$ cat src/rtl/cla_adder_pipe.sv
// -----------------------------------------------------------------------------
// cla_adder_pipe
//   Pipelined carry-lookahead adder/subtractor with valid/ready flow control.
//   The operands are split into STAGES equal segments of SEG = WIDTH/STAGES
//   bits. Pipeline stage k adds segment k using 4-bit lookahead groups whose
//   group carries ripple inside the stage. The carry out of each segment is
//   registered and feeds the next stage. The not-yet-added upper A/B bits
//   travel down the pipeline next to the growing partial sum.
//
//   Flow control uses one global advance: adv = ~o_valid | i_ready. When adv
//   is low, every stage holds its data and valid bit. There is no skid buffer,
//   so o_ready is simply adv.
//
// Parameters
//   WIDTH   operand/sum width, a multiple of STAGES*4
//   STAGES  pipeline depth in cycles (1..8)
//   TAG_W   sideband tag width
//
// Ports
//   i_clk, i_rst       rising-edge clock, synchronous active-high reset
//   i_valid / o_ready  input handshake
//   i_a, i_b           operands
//   i_cin              carry-in (add mode only)
//   i_sub              1 = A - B, computed as A + ~B + 1 (i_cin ignored)
//   i_tag              sideband, returned unchanged with the result
//   o_valid / i_ready  output handshake
//   o_sum              result modulo 2^WIDTH
//   o_cout             carry out of the MSB (sub: 1 = no borrow)
//   o_ovf              signed two's-complement overflow
//   o_zero             o_sum == 0
//   o_tag              tag of this result
// -----------------------------------------------------------------------------
module cla_adder_pipe #(
  parameter int WIDTH  = 32,
  parameter int STAGES = 2,
  parameter int TAG_W  = 4
) (
  input  logic             i_clk,
  input  logic             i_rst,
  input  logic             i_valid,
  output logic             o_ready,
  input  logic [WIDTH-1:0] i_a,
  input  logic [WIDTH-1:0] i_b,
  input  logic             i_cin,
  input  logic             i_sub,
  input  logic [TAG_W-1:0] i_tag,
  output logic             o_valid,
  input  logic             i_ready,
  output logic [WIDTH-1:0] o_sum,
  output logic             o_cout,
  output logic             o_ovf,
  output logic             o_zero,
  output logic [TAG_W-1:0] o_tag
);

  localparam int SEG    = (STAGES > 0) ? WIDTH / STAGES : WIDTH;
  localparam int GROUPS = SEG / 4;

  if (STAGES < 1 || STAGES > 8 || (WIDTH % (STAGES * 4)) != 0) begin : g_param_check
    $error("cla_adder_pipe: WIDTH (%0d) must be a multiple of STAGES*4 with STAGES in 1..8 (STAGES=%0d)",
           WIDTH, STAGES);
  end

  typedef struct packed {
    logic [SEG-1:0] sum;
    logic           cout;
  } seg_res_t;

  // One segment: each 4-bit group derives all of its internal carries from the
  // group carry-in alone (lookahead); group carries then ripple group to group.
  function automatic seg_res_t cla_seg(input logic [SEG-1:0] a,
                                       input logic [SEG-1:0] b,
                                       input logic           cin);
    logic [SEG-1:0] g;
    logic [SEG-1:0] p;
    logic [SEG:0]   c;
    seg_res_t       r;
    g = a & b;
    p = a ^ b;
    // NOTE: give every combinationally computed variable a full default before
    // any partial or conditional update, otherwise synthesis infers a latch.
    c    = '0;
    c[0] = cin;
    for (int grp = 0; grp < GROUPS; grp++) begin
      c[4*grp+1] = g[4*grp] | (p[4*grp] & c[4*grp]);
      c[4*grp+2] = g[4*grp+1]
                 | (p[4*grp+1] & g[4*grp])
                 | (p[4*grp+1] & p[4*grp] & c[4*grp]);
      c[4*grp+3] = g[4*grp+2]
                 | (p[4*grp+2] & g[4*grp+1])
                 | (p[4*grp+2] & p[4*grp+1] & g[4*grp])
                 | (p[4*grp+2] & p[4*grp+1] & p[4*grp] & c[4*grp]);
      c[4*grp+4] = g[4*grp+3]
                 | (p[4*grp+3] & g[4*grp+2])
                 | (p[4*grp+3] & p[4*grp+2] & g[4*grp+1])
                 | (p[4*grp+3] & p[4*grp+2] & p[4*grp+1] & g[4*grp])
                 | (p[4*grp+3] & p[4*grp+2] & p[4*grp+1] & p[4*grp] & c[4*grp]);
    end
    r.sum  = p ^ c[SEG-1:0];
    r.cout = c[SEG];
    return r;
  endfunction

  logic adv;

  assign adv     = ~o_valid | i_ready;
  assign o_ready = adv;

  for (genvar k = 0; k < STAGES; k++) begin : g_stage
    localparam bit IS_LAST = (k == STAGES - 1);
    // Operand bits still to be added when entering stage k.
    localparam int IN_W    = WIDTH - k * SEG;

    logic [IN_W-1:0]      opa_in;
    logic [IN_W-1:0]      opb_in;
    logic                 cin_in;
    logic                 vld_in;
    logic [TAG_W-1:0]     tag_in;
    seg_res_t             res;
    logic [(k+1)*SEG-1:0] sum_d;

    logic                 vld_q;
    logic                 c_q;
    logic [TAG_W-1:0]     tag_q;
    logic [(k+1)*SEG-1:0] sum_q;

    if (k == 0) begin : g_head
      // Subtraction is folded in at capture: invert B and force carry-in.
      assign opa_in = i_a;
      assign opb_in = i_sub ? ~i_b : i_b;
      assign cin_in = i_sub | i_cin;
      assign vld_in = i_valid;
      assign tag_in = i_tag;
      assign sum_d  = res.sum;
    end else begin : g_body
      assign opa_in = g_stage[k-1].g_ops.opa_q;
      assign opb_in = g_stage[k-1].g_ops.opb_q;
      assign cin_in = g_stage[k-1].c_q;
      assign vld_in = g_stage[k-1].vld_q;
      assign tag_in = g_stage[k-1].tag_q;
      assign sum_d  = {res.sum, g_stage[k-1].sum_q};
    end

    assign res = cla_seg(opa_in[SEG-1:0], opb_in[SEG-1:0], cin_in);

    // NOTE: sequential state uses non-blocking assignments so every flop
    // samples the pre-edge value of its neighbours, independent of block order.
    always_ff @(posedge i_clk) begin
      if (i_rst) begin
        vld_q <= 1'b0;
      end else if (adv) begin
        vld_q <= vld_in;
      end
    end

    // NOTE: only the valid bits and the visible output stage are reset; the
    // inner data flops are qualified by valid, so resetting them buys nothing.
    always_ff @(posedge i_clk) begin
      if (i_rst && IS_LAST) begin
        sum_q <= '0;
        c_q   <= 1'b0;
        tag_q <= '0;
      end else if (adv) begin
        sum_q <= sum_d;
        c_q   <= res.cout;
        tag_q <= tag_in;
      end
    end

    if (!IS_LAST) begin : g_ops
      logic [IN_W-SEG-1:0] opa_q;
      logic [IN_W-SEG-1:0] opb_q;
      always_ff @(posedge i_clk) begin
        if (adv) begin
          opa_q <= opa_in[IN_W-1:SEG];
          opb_q <= opb_in[IN_W-1:SEG];
        end
      end
    end else begin : g_tail
      logic c_msb;
      logic ovf_q;
      logic zero_q;
      // Carry into the MSB recovered from the MSB's sum and operand bits.
      assign c_msb = res.sum[SEG-1] ^ opa_in[SEG-1] ^ opb_in[SEG-1];
      always_ff @(posedge i_clk) begin
        if (i_rst) begin
          ovf_q  <= 1'b0;
          zero_q <= 1'b0;
        end else if (adv) begin
          ovf_q  <= c_msb ^ res.cout;
          zero_q <= ~|sum_d;
        end
      end
    end
  end

  assign o_valid = g_stage[STAGES-1].vld_q;
  assign o_sum   = g_stage[STAGES-1].sum_q;
  assign o_cout  = g_stage[STAGES-1].c_q;
  assign o_tag   = g_stage[STAGES-1].tag_q;
  assign o_ovf   = g_stage[STAGES-1].g_tail.ovf_q;
  assign o_zero  = g_stage[STAGES-1].g_tail.zero_q;

endmodule

$ cat config.mk
export PLATFORM = sky130hd
export DESIGN_NAME = cla_adder_pipe
export DESIGN_NICKNAME = d
export VERILOG_FILES = /design/src/rtl/cla_adder_pipe.sv
export SDC_FILE = /design/constraint.sdc
export NUM_CORES = 1
export LEC_CHECK = 0
export ABC_AREA = 0
export CORE_ASPECT_RATIO = 0.6
export CORE_MARGIN = 10
export CORE_UTILIZATION = 45
export DETAILED_ROUTE_END_ITERATION = 10
export HOLD_SLACK_MARGIN = 0.02
export PLACE_DENSITY_LB_ADDON = 0.15
export SETUP_SLACK_MARGIN = 0.05
export SYNTH_ARGS = -nofsm -noshare
export SYNTH_HDL_FRONTEND = slang
export SYNTH_SLANG_ARGS = --single-unit
$ cat constraint.sdc
create_clock -name i_clk -period 3.35 [get_ports i_clk]
set_clock_uncertainty 0.1 [all_clocks]
set_input_delay 0.67 -clock i_clk [delete_from_list [all_inputs] [get_ports i_clk]]
set_output_delay 0.67 -clock i_clk [all_outputs]
set_load 0.02 [all_outputs]
==> results.toml, run 1 <==
[critical_path]
worst_setup_path_endpoint = "o_zero"
reg2reg_depth = 11
crit_start = "g_stage[0].g_ops.opa_q[4]"
critical_path.max_fanout = 5
r2r-end = "o_zero"
r2r_start = "g_stage[0].g_ops.opa_q[4]"
path_class = "register to register"
worst_setup_slack_for_register_to_register_paths_ns = 0.08
startpoint_type = "register"
worst_ep_required_time_ns = 3.54
cp.arrival_ns = 3.46
endpoint_kind = "register"

[placement]
globalplace.congestion = 0.797
dpl-instance-area_um2 = 6280
place_inst = 714
port_buffers = 114
detailed_place_hpwl_mm = 9.42
dpl_worst_slack_ns = -0.187

[power]
power_density_over_the_cells_nw_per_um2 = 564
static-leakage-power_nw = 2.73
vdd_ir_drop_max_uv = 307

[layout]
area.growth.synth_to_final_pct = 38.9
finish.cell_count_without_fillers = 733
finish.net_count = 703
mostFrequentLayoutCell = "clkdlybuf4s50_1"
final_design_area_no_fill_um2 = 6740
area_of_the_multi_input_gates_um2 = 2400
drive_gt1_share_pct = 12.5
sequential_cell_area_um2 = 2410
fillers = 829
diodes = 0
layout_common_cells = "clkdlybuf4s50_1, nand2_1, edfxtp_1, a21oi_1, dfxtp_1"

[drt]
detailedRoute.firstPassIterationCount = 4
num_vias = 3732
dr.first_iter.drc_count = 206
antenna_violating_nets_post_route = 0
drc = 0
postRouteWirelength_mm = 12.1
drt-vias-per-instance = 5.09
wl_per_cell_um = 16.6

[timing]
timing.final.setup_violations = 0
final.min_clock_period_ns = 3.27
setup_repair_after_global_routing_missed_its_margin = "true"
upper_clock_frequency_limit_mhz = 306
timing_hold_violations_final = 0
setup_ws_ns = 0.0819
timing.max_slew.rel_slack_pct = 53.3
timing_worst_slew_pin_value_ns = 0.700
pins_over_their_slew_limit = 0
final.setup.tns_ns = 0
period_utilization_pct = 97.6

[logic_synthesis]
postSynthCellCount = 451
synth-seq-area-share_pct = 49.7
avgSynthCellArea_um2 = 10.8
yosys_most_used_dff = "edfxtp_1"
synth_edf_count = 53
async_flop_share_pct = 0
synth.cell_area_um2 = 4850
yosys_warnings = 0
postSynthRegisterBits = 94
syn-num-nets = 565
synth.lib_cells_used.distinct = 56

[global_route]
globalRouteOverflowTotal = 0
global_route.usage.total_pct = 15.5
antenna_found_initial = 0
maximum_number_of_pins_on_one_net_before_global_route_repair = 63
first_global_vias = 3704
grt_first_pass_wirelength_mm = 19.3

[clocking]
maximum_level_of_the_cts_h_tree = 3
path_clk_slew_ns = 0.07
clock-root-buffer = "clkbuf_16"
cts_hold_buffers = 0
clkLatencyLatePin_ns = 0.35
number_of_buffers_created_by_cts = 9
tritoncts = "done"
tritoncts_num_sinks = 94
clock_tree.buffer_depth = 2

[die]
fp.coreArea_um2 = 10600
floorplan.io_pins = 115
die_area_um2 = 15500
placement_rows = 29
initial_core_util_pct = 45.9
dieHeight_um = 100
die_width_um = 154

[run]
max-cap-violations = 0

[status]
status = "finished clean"

[worst_hold_path]
hold_path_class = "register to register"
kinds of logic (layout without fill, tap and decap cells):
logic type,Yosys count,in the layout,synth area share (%)
xor gates and xnor gates,54,54,9.75
buffers and inverters,37,180,3.30
and+or+nand+nor,126,126,11.8
DFF,94,94,49.7
adders and majority gates,40,40,11.6
muxes,4,4,0.825
AOI/OAI and AO/OA,96,96,13.1
cells in the mapped netlist, types with 2 or more instances:
cell type,n,share of area [%]
nand4_1,2,0.26
nor3_1,5,0.52
nor2b_1,2,0.26
nor4_1,6,0.77
ha_1,32,8.3
o41ai_2,2,0.67
fa_1,8,3.3
nor2_1,22,1.7
xnor2_1,16,2.9
a21oi_1,48,5.0
o21ai_1,5,0.52
mux2i_1,4,0.83
o21ai_0,4,0.41
a22o_1,2,0.36
nand3_1,4,0.41
a211oi_1,9,1.4
dfxtp_1,41,17
o22ai_1,2,0.26
inv_1,19,1.5
clkbuf_1,15,1.2
or3_1,3,0.39
nand2b_1,2,0.26
a311oi_1,2,0.36
o211ai_1,2,0.31
edfxtp_1,53,33
nand2_1,70,5.4
or2_1,2,0.26
a21o_1,4,0.62
xor2_1,38,6.9
worst max-delay path: stages, from the launching register on:
cell and delay [ns]:
edfxtp_1 0.39, ha_1 0.30, nor3_2 0.29, nor4_2 0.08
a211o_2 0.38, fa_1 0.38, xnor2_1 0.27, nand4_1 0.12
or3_1 0.33, a311oi_2 0.19, and4b_1 0.25, a22o_1 0.12
final cells by class:
type	count	area share, %
Inverter	20	1.13
Tap cell	139	2.58
Clock inverter	6	1.28
Multi-Input combinational cell	320	35.6
Clock buffer	10	3.40
Timing Repair Buffer	144	20.2
Sequential cell	94	35.8
metrics by stage:
step / util (%) / hold WS [ns] / total power, W
finish: 63.8 / 0.351 / 0.00380
global route: 63.8 / 0.368 / 0.00400
CTS: 63.3 / 0.353 / 0.00382
detailed placement: 59.5 / 0.344 / 0.00269
global placement: 59.5 / 0.337 / 0.00267
floorplan: - / 0.332 / 0.00220
where the power goes:
part | leakage [nW] | internal, W | switching [W]
combinational | 1.68 | 0.000582 | 0.000584
sequential | 0.896 | 0.00144 | 0.000114
clock | 0.153 | 0.000654 | 0.000429
worst min-delay path by stage:
stage,depth (start not counted),startpoint,end
3_3_place_gp,2,o_tag[0],o_tag[0]
4_1_cts,2,o_sum[14],o_sum[14]
3_5_place_dp,2,g_stage[0].vld_q,g_stage[0].vld_q
6_report,2,o_sum[14],o_sum[14]
2_1_floorplan,2,g_stage[0].vld_q,g_stage[0].vld_q
5_1_grt,2,o_tag[3],o_tag[3]
timing repair:
action / CTS / global route
pin swaps: 12 / 6
setup endpoints to repair: 1 / 1
endpoints found under the hold margin: 0 / 0
buffers inserted: 2 / 1
resized for setup: 11 / 8
flip-flops by register name, indices dropped and copies added (netlist names):
name / flops
o_sum: 32
g_stage.sum_q: 16
o_cout: 1
o_zero: 1
g_stage.g_ops.opa_q: 16
o_valid: 1
g_stage.c_q: 1
g_stage.tag_q: 4
o_tag: 4
g_stage.g_ops.opb_q: 16
o_ovf: 1
g_stage.vld_q: 1
metal layers:
layer / vias up / global-route usage [%] / wire [um]
met5: - / 0 / 0
met4: 0 / 4.63 / 94
met3: 6 / 5.00 / 830
met2: 112 / 22.4 / 5160
met1: 1744 / 21.5 / 6050
li1: 1870 / - / -
Note: power is estimated with default switching activity, not from simulation.
==> inputs of run 2 (changes only) <==
CORE_MARGIN = not set   (was 10)
PLACE_DENSITY_LB_ADDON = 0.12   (was 0.15)
SLEW_MARGIN = 20   (was not set)
==> results.toml, run 2 (synthesis results as in run 1) <==
[power]
seqPwrFrac_pct = 41.5
static-leakage-power_nw = 2.76
switching_power_w = 0.00114
power.clock.fraction_pct = 26.5
vdd_ir_drop_max_uv = 414
power_density_over_the_cells_nw_per_um2 = 554
internal_power_w = 0.00262
netSwitchingFraction_pct = 30.3
combinationalPowerShare_pct = 32.0
total_power_w = 0.00376

[critical_path]
startpoint_type = "register"
critical_path.slowest_cell = "fa_1"
critical_path.max_fanout = 3
critical_path_cell_by_cell = "ha_4, a21oi_4, o221ai_1, a21oi_1, inv_1, fa_1, nor4_2, nand4_1, or3_1, a311oi_1, and4b_1, a22o_1"
critPathMaxStageDelay_ns = 0.51
worst_setup_slack_for_register_to_register_paths_ns = 0.07
cp.arrival_ns = 3.46
worst_ep_required_time_ns = 3.54
endpoint_kind = "register"
path_class = "register to register"

[drt]
num_vias = 3816
drt-vias-per-instance = 5.20
dr.first_iter.drc_count = 217
drc = 0
wl_per_cell_um = 15.8
detailedRoute.firstPassIterationCount = 5
postRouteWirelength_mm = 11.6
antenna_violating_nets_post_route = 0

[clocking]
maximum_level_of_the_cts_h_tree = 3
number_of_buffers_created_by_cts = 9
clock_tree.buffer_depth = 2
clkLatencyLatePin_ns = 0.34
path_clk_slew_ns = 0.06
clock-root-buffer = "clkbuf_16"
tritoncts = "done"
tritoncts_num_sinks = 94

[global_route]
global_route.usage.total_pct = 21.4
globalRouteOverflowTotal = 0
maximum_number_of_pins_on_one_net_before_global_route_repair = 97
grt_first_pass_wirelength_mm = 17.7
first_global_vias = 3507
antenna_found_initial = 0

[timing]
final.setup.tns_ns = 0
period_utilization_pct = 97.9
timing.final.setup_violations = 0
timing_hold_violations_final = 0
timing_worst_slew_pin_value_ns = 0.478
setup_repair_after_global_routing_missed_its_margin = "true"
timing.max_slew.rel_slack_pct = 67.8
upper_clock_frequency_limit_mhz = 305
pins_over_their_slew_limit = 0
final.min_clock_period_ns = 3.28

[die]
fp.coreArea_um2 = 10200
floorplan.io_pins = 115
die_area_um2 = 11200
initial_core_util_pct = 47.7
placement_rows = 28
dieHeight_um = 82.4
die_width_um = 136

[placement]
port_buffers = 114
globalplace.congestion = 0.812
detailed_place_hpwl_mm = 8.84

[run]
max-cap-violations = 0

[layout]
layout_common_cells = "clkdlybuf4s50_1, nand2_1, edfxtp_1, a21oi_1, dfxtp_1"
mostFrequentLayoutCell = "clkdlybuf4s50_1"
diodes = 0
max_reg_flops = 32
area.growth.synth_to_final_pct = 40.0
drive_gt1_share_pct = 13.5
layout.core_utilization_pct = 66.8
finish.net_count = 708

[status]
status = "finished clean"

[worst_hold_path]
hold_path_class = "register to register"
## run 2: what timing repair did
item,CTS,global route
resized for setup,13,9
hold endpoints to repair,0,0
hold buffers,0,0
buffers inserted,3,4
setup endpoints to repair,1,1
pin swaps,11,16
gates cloned,0,0
## run 2: through the flow
stage	instances	hold slack (ns)	worst slack, ns	instance area [um^2]
6_report	734	0.351	0.0717	6790
5_1_grt	734	0.365	-0.0946	6790
4_1_cts	730	0.353	0.0501	6690
3_5_place_dp	711	0.343	-0.151	6290
3_3_place_gp	711	0.337	-0.0741	6290
2_1_floorplan	451	0.332	0.0909	4870
## run 2: cell type report
cell class	count	area, um^2
Fill cell	780	3370
Sequential cell	94	2410
Inverter	20	76.3
Multi-Input combinational cell	320	2430
Timing Repair Buffer	149	1420
Clock buffer	9	225
Tap cell	135	169
Clock inverter	7	62.6
## run 2: routing by layer
| metal | part of all wire [%] | wire (um) | GRT usage, % |
|---|---|---|---|
| met5 | 0 | 0 | 0 |
| met4 | 0.68 | 79 | 4.33 |
| met3 | 5.9 | 690 | 5.19 |
| met2 | 43 | 5020 | 31.6 |
| met1 | 50 | 5820 | 31.7 |
## run 2: final timing paths
path / from / to / depth (start not counted)
worst max register to register: g_stage[0].g_ops.opa_q[0] / o_zero / 12
worst min-delay path: o_sum[20] / o_sum[20] / 2
worst max-delay path: g_stage[0].g_ops.opa_q[0] / o_zero / 12
worst min register to register: o_sum[20] / o_sum[20] / 2
## run 2: critical path, delay by kind of cell (launching register included)
family,cells,cell delay (ns)
adders and majority gates,2,0.80
DFF,1,0.43
AOI/OAI and AO/OA,5,0.85
buffers and inverters,1,0.08
and+or+nand+nor,4,0.96
## run 2: power groups by stage
stage / Combinational [W] / Clock [W] / Sequential (W)
global route: 0.00131 / 0.00107 / 0.00158
CTS: 0.00117 / 0.00101 / 0.00156
floorplan: 0.000554 / 0 / 0.00165
detailed placement: 0.00113 / 0 / 0.00157
finish: 0.00121 / 0.000995 / 0.00156
global placement: 0.00110 / 0 / 0.00157
==> inputs of run 3 (changes only) <==
CORE_UTILIZATION = 50   (was 45)
clock period = 3.39 ns   (was 3.35 ns; I/O delays follow)
==> results.toml, run 3 (synthesis results as in run 1) <==
[drt]
num_vias = 3878
drt-vias-per-instance = 5.39
top_layer = "met4"
drt-met1-wl_mm = 5.55
wl_per_cell_um = 16.7
postRouteWirelength_mm = 12.0
met3RoutedLength_um = 777
drc = 0
antenna_violating_nets_post_route = 0
dr.first_iter.drc_count = 245
routed-wl-met2_mm = 5.42
detailedRoute.firstPassIterationCount = 5

[clocking]
cts_hold_buffers = 0
tritoncts = "done"
clock_tree.buffer_depth = 2
maximum_level_of_the_cts_h_tree = 3
clock-root-buffer = "clkbuf_16"
path_clk_slew_ns = 0.07
number_of_buffers_created_by_cts = 9
clkLatencyLatePin_ns = 0.34
tritoncts_num_sinks = 94

[worst_hold_path]
worst_hold_path_cell_count = 2
hold_end = "o_tag[3]"
hold_path.startpoint = "o_tag[3]"
hold_path_class = "register to register"

[die]
fp.coreArea_um2 = 9290
dieHeight_um = 78.3
floorplan.io_pins = 115
initial_core_util_pct = 52.2
die_width_um = 129
die_area_um2 = 10100
placement_rows = 27

[power]
power.clock.fraction_pct = 28.5
power_density_over_the_cells_nw_per_um2 = 564
static-leakage-power_nw = 2.71
vdd_ir_drop_max_uv = 291
switching_power_w = 0.00115
combinationalPowerShare_pct = 30.8
netSwitchingFraction_pct = 30.4
internal_power_w = 0.00264
seqPwrFrac_pct = 40.7
total_power_w = 0.00379

[timing]
timing.final.setup_violations = 1
upper_clock_frequency_limit_mhz = 286
timing.max_slew.rel_slack_pct = 58.5
setup_ws_ns = -0.105
period_utilization_pct = 103
final.setup.tns_ns = -0.105
timing_worst_slew_pin_value_ns = 0.623
final.min_clock_period_ns = 3.50
setup_repair_after_global_routing_missed_its_margin = "true"
pins_over_their_slew_limit = 0
timing_hold_violations_final = 0
fin_hold_ws_ns = 0.351

[critical_path]
critical_path_cell_by_cell = "ha_4, nand4_1, nor4_2, a211o_2, fa_1, nor4_2, nand4_1, or3_1, a311oi_2, and4b_1, a22o_1"
worst_ep_required_time_ns = 3.58
endpoint_kind = "register"
reg2reg_depth = 11
path_class = "register to register"
r2r-end = "o_zero"
critical_path.n_buffers_inverters = 0
critical-path-top-delay-family = "simple AND/OR/NAND/NOR gates"
r2r_start = "g_stage[0].g_ops.opb_q[10]"
critical_path.slowest_cell = "nor4_2"
worst_setup_slack_for_register_to_register_paths_ns = -0.11
cp.arrival_ns = 3.68
critical_path.max_fanout = 3
startpoint_type = "register"
critPathMaxStageDelay_ns = 0.46

[layout]
layout.core_utilization_pct = 72.4
finish.net_count = 699
fillers = 662
area.growth.synth_to_final_pct = 38.7
drive_gt1_share_pct = 12.0
max_reg_flops = 32
finish.cell_count_without_fillers = 720
diodes = 0
layout_common_cells = "clkdlybuf4s50_1, nand2_1, edfxtp_1, a21oi_1, dfxtp_1"
mostFrequentLayoutCell = "clkdlybuf4s50_1"

[global_route]
antenna_found_initial = 0
grt_first_pass_wirelength_mm = 18.9
globalRouteOverflowTotal = 0
first_global_vias = 3802
maximum_number_of_pins_on_one_net_before_global_route_repair = 57
global_route.usage.total_pct = 24.7

[status]
status = "complete, but fails checks"
violations_in_the_final_reports = "setup timing"

[placement]
detailed_place_hpwl_mm = 8.92
place_inst = 700
port_buffers = 114
globalplace.congestion = 0.893

[run]
max-cap-violations = 0
## run 3: cell count changes in the layout (fill, tap and decap cells not counted), moves of 2 or more
cell / before / now
ha_1: 24 / 26
clkinv_2: 5 / 2
buf_4: 33 / 26
clkinvlp_4: 0 / 2
a211oi_1: 9 / 7
a211oi_2: 0 / 2
inv_4: 2 / 0
## run 3: what timing repair did
item / in CTS / in global routing
buffers inserted: 3 / 1
pin swaps: 9 / 4
gates resized for setup: 12 / 8
setup endpoints to repair: 1 / 2
## run 3: stage by stage
stage                     setup WS (ns)  instance area (um^2)
after detailed placement         -0.309                  6230
final                            -0.105                  6730
after global routing             -0.197                  6730
after floorplan                  0.0268                  4870
after global placement          -0.0606                  6230
after CTS                        0.0839                  6650
## run 3: layout make-up
type | instances | area (um^2) | area share (%)
inverter | 20 | 76.3 | 1.13
tap | 130 | 163 | 2.42
clock buffer | 9 | 225 | 3.35
clock inverter | 7 | 97.6 | 1.45
multi-input combinational | 320 | 2420 | 36.0
timing repair buffer | 140 | 1330 | 19.8
sequential | 94 | 2410 | 35.8
## run 3: power groups by stage
stage | sequential (W) | clock [W] | combinational [W]
floorplan | 0.00163 | 0 | 0.000547
global placement | 0.00155 | 0 | 0.00106
detailed placement | 0.00156 | 0 | 0.00110
CTS | 0.00154 | 0.00110 | 0.00114
global route | 0.00156 | 0.00114 | 0.00127
finish | 0.00154 | 0.00108 | 0.00117
## run 3: per-layer routing
metal / track usage (%) / up-vias
li1: - / 1872
met1: 34.1 / 1836
met2: 37.7 / 145
met3: 6.48 / 25
met4: 8.35 / 0
met5: 0 / -
## run 3: how the worst max path moves through the flow
stage / endpoint / cells after the start / startpoint
3_5_place_dp: o_zero / 11 / g_stage[0].g_ops.opb_q[11]
2_1_floorplan: g_stage[0].c_q / 10 / i_sub
5_1_grt: o_zero / 11 / g_stage[0].g_ops.opa_q[8]
6_report: o_zero / 11 / g_stage[0].g_ops.opb_q[10]
4_1_cts: o_zero / 13 / g_stage[0].g_ops.opa_q[1]
3_3_place_gp: o_zero / 11 / g_stage[0].g_ops.opa_q[0]
## run 3: tightest hold or removal path, delay by kind of cell, from the launching register on
| kind | cells | cell delay (ns) |
|---|---|---|
| flops | 1 | 0.31 |
| simple gates | 1 | 0.05 |
| compound gates | 1 | 0.05 |
==> variant, RTL diff (flow settings as in run 1) <==
Make the reset (`i_rst`) asynchronous in 2 clocked blocks. Comments in the files are not updated.
--- a/src/rtl/cla_adder_pipe.sv
+++ b/src/rtl/cla_adder_pipe.sv
@@ -145,7 +145,7 @@
 
     // NOTE: sequential state uses non-blocking assignments so every flop
     // samples the pre-edge value of its neighbours, independent of block order.
-    always_ff @(posedge i_clk) begin
+    always_ff @(posedge i_clk or posedge i_rst) begin
       if (i_rst) begin
         vld_q <= 1'b0;
       end else if (adv) begin
@@ -182,7 +182,7 @@
       logic zero_q;
       // Carry into the MSB recovered from the MSB's sum and operand bits.
       assign c_msb = res.sum[SEG-1] ^ opa_in[SEG-1] ^ opb_in[SEG-1];
-      always_ff @(posedge i_clk) begin
+      always_ff @(posedge i_clk or posedge i_rst) begin
         if (i_rst) begin
           ovf_q  <= 1'b0;
           zero_q <= 1'b0;
Behaviour: differs if i_rst is asserted again (counterexample within 4 cycles, from zero or initial values and one cycle with i_rst high); with i_rst held inactive, the same outputs for 10 cycles.
==> variant against run 1 <==
- cell area about the same
- the run now ends with setup timing left
- synthesized area down 0.36%
- power up 2.7%
- largest power group unchanged
- setup slack got worse by 0.22 ns
- wire length down 0.64%
- sequential cell count stayed put
- final cell count grew 0.68%
- combinational power up 14%
==> variant: results (changes against run 1) <==
| Metric | Value |
|---|---|
| Actual slew at the worst max-slew pin | `0.716 ns (+0.0156 ns)` |
| Post-synthesis sequential area ratio | `50.3% (+0.59 points)` |
| Slowest cell delay on critical path | `0.49 ns (+0.10 ns)` |
| Hold wc startpoint | `o_sum[28]$_SDFFE_PP0P_` |
| Vias | `3676 (-1.5%)` |
| Setup slack after layout | `-0.140 ns (-0.222 ns)` |
| Total negative setup slack | `-0.140 ns (-0.140 ns)` |
| Nets | `708 (+0.71%)` |
| Layout cells sized above 1 | `13.2% (+0.73 points)` |
| FFs w/ async S/R, synth | `4.26% (+4.3 points)` |
| Status | `complete, but fails checks` |
| Top_reg_cell synth | `edfxtp_1` |
| Synth Area in XOR/XNOR | `10.5% (+0.76 points)` |
| Vias in the first global route | `3805 (+2.7%)` |
| DR iter-0 viols | `209 (+1.5%)` |
| Largest net degree at the start of global routing | `63 (unchanged)` |
| First-pass GRT wire length | `19500 um (+0.75%)` |
| Synth cell types | `53 (-5.4%)` |
| Top cells by count, synth | `nand2_1, edfxtp_1, a21oi_1` |
| Gpl congestion | `0.846 (+6.2%)` |
| Skew-Pair Late Insertion Delay | `0.33 ns (-0.02 ns)` |
| Switching share of total power | `30.8% (+1.2 points)` |
| Mux cell area share after synthesis | `0.414% (-0.41 points)` |
| Final setup viols | `1 (+1)` |
| R2R cell count | `14 (+3)` |
| # fillers | `888 (+7.1%)` |
| Worst path slowest cell | `fa_1` |
| YS warnings | `0 (unchanged)` |
| Worst-path fanout max | `2 (-3)` |
| Syn_nets | `563 (-0.35%)` |
| I/O Buffers | `114 (unchanged)` |
| Setup crit end | `o_zero$_DFFE_PP0P_` |
| Synth area leaders | `edfxtp_1, dfxtp_1, ha_1` |
| Post-synthesis adder-cell area fraction | `11.6% (+0.042 points)` |
| Failing checks | `setup timing` |
| CP top delay family | `compound AO/OA/AOI/OAI gates` |
| Static leakage | `2.73 nW (about the same)` |
| Worst VDD drop | `0.000282 V (-8.1%)` |
| WL final | `12100 um (-0.64%)` |
| Worst path arrival time | `3.66 ns (+0.20 ns)` |
| Worst reg2reg startpoint | `g_stage[0].g_ops.opa_q[0]$_DFFE_PP_` |
| HPWL Detailed | `9450 um (+0.22%)` |
## variant: cell count changes after synthesis, moves of 4 or more
cell      change
a211oi_1      -7
dfrtp_1       +4
dfxtp_1       -4
o21ai_1       -4
nor3_1        +5
## variant: cell families (layout without fill, tap and decap cells)
family / Yosys count / in the layout
AO/OA/AOI/OAI: 86 / 86
XOR/XNOR: 58 / 58
adder cells (fa/ha/maj): 40 / 40
buffers and inverters: 41 / 191
flip-flops: 94 / 94
multiplexers: 2 / 2
AND/OR/NAND/NOR: 128 / 128
## variant: power by group through the flow
stage | clock [mW] | combinational (mW) | sequential [mW]
after floorplan | 0 | 0.645 | 1.67
after global placement | 0 | 1.27 | 1.58
after detailed placement | 0 | 1.29 | 1.59
after CTS | 1.03 | 1.33 | 1.57
after global routing | 1.08 | 1.46 | 1.59
final | 1.00 | 1.33 | 1.57
## variant: worst min path at each step
stage	end	slack, ns	cells past startpoint
floorplan	g_stage[0].vld_q$_DFFE_PP0P_	0.33	2
global placement	o_tag[2]$_SDFFE_PP0P_	0.34	2
detailed placement	o_sum[23]$_SDFFE_PP0P_	0.35	2
CTS	o_sum[23]$_SDFFE_PP0P_	0.35	2
global route	o_sum[28]$_SDFFE_PP0P_	0.37	2
finish	o_sum[28]$_SDFFE_PP0P_	0.35	2
## variant: metrics by stage
step / setup WS, ns / instance area (um^2) / cells / util (%)
2_1_floorplan: -0.0425 / 4860 / 449 / -
3_3_place_gp: -0.235 / 6370 / 719 / 60.5
3_5_place_dp: -0.282 / 6370 / 719 / 60.5
4_1_cts: -0.237 / 6710 / 737 / 63.7
5_1_grt: -0.470 / 6740 / 738 / 64.1
6_report: -0.140 / 6740 / 738 / 64.1
## variant: cell type report
type | instances | area (um^2) | area share [%]
clock buffers | 12 | 246 | 3.65
clock inverters | 4 | 46.3 | 0.686
inverters | 23 | 87.6 | 1.30
multi-input cells | 314 | 2340 | 34.6
flip-flops and latches | 94 | 2430 | 36.1
well taps | 139 | 174 | 2.58
repair buffers | 152 | 1420 | 21.1
## variant: worst reg2reg max path: stages (launching register included)
cell and delay (ns):
edfxtp_1 0.43, ha_4 0.28, a211oi_4 0.27, nor2_2 0.09
a2111oi_4 0.36, nor2_1 0.11, a21o_1 0.20, fa_1 0.49
nor4b_2 0.22, nand4_1 0.12, nor2_1 0.11, nand4_1 0.10
a211o_1 0.28, nor4_2 0.14, a22o_1 0.15
## variant: metal layers
metal,GRT usage [%],routed length [um],vias up
li1,-,-,1850
met1,20.3,5580,1716
met2,24.6,5500,100
met3,5.64,877,10
met4,3.33,98,0
met5,0,0,-
## variant: what timing repair did
item,in CTS,in global routing
setup buffers,2,1
hold buffers,0,0
gates resized for setup,4,6
setup endpoints to repair,2,5
pin swaps,4,6
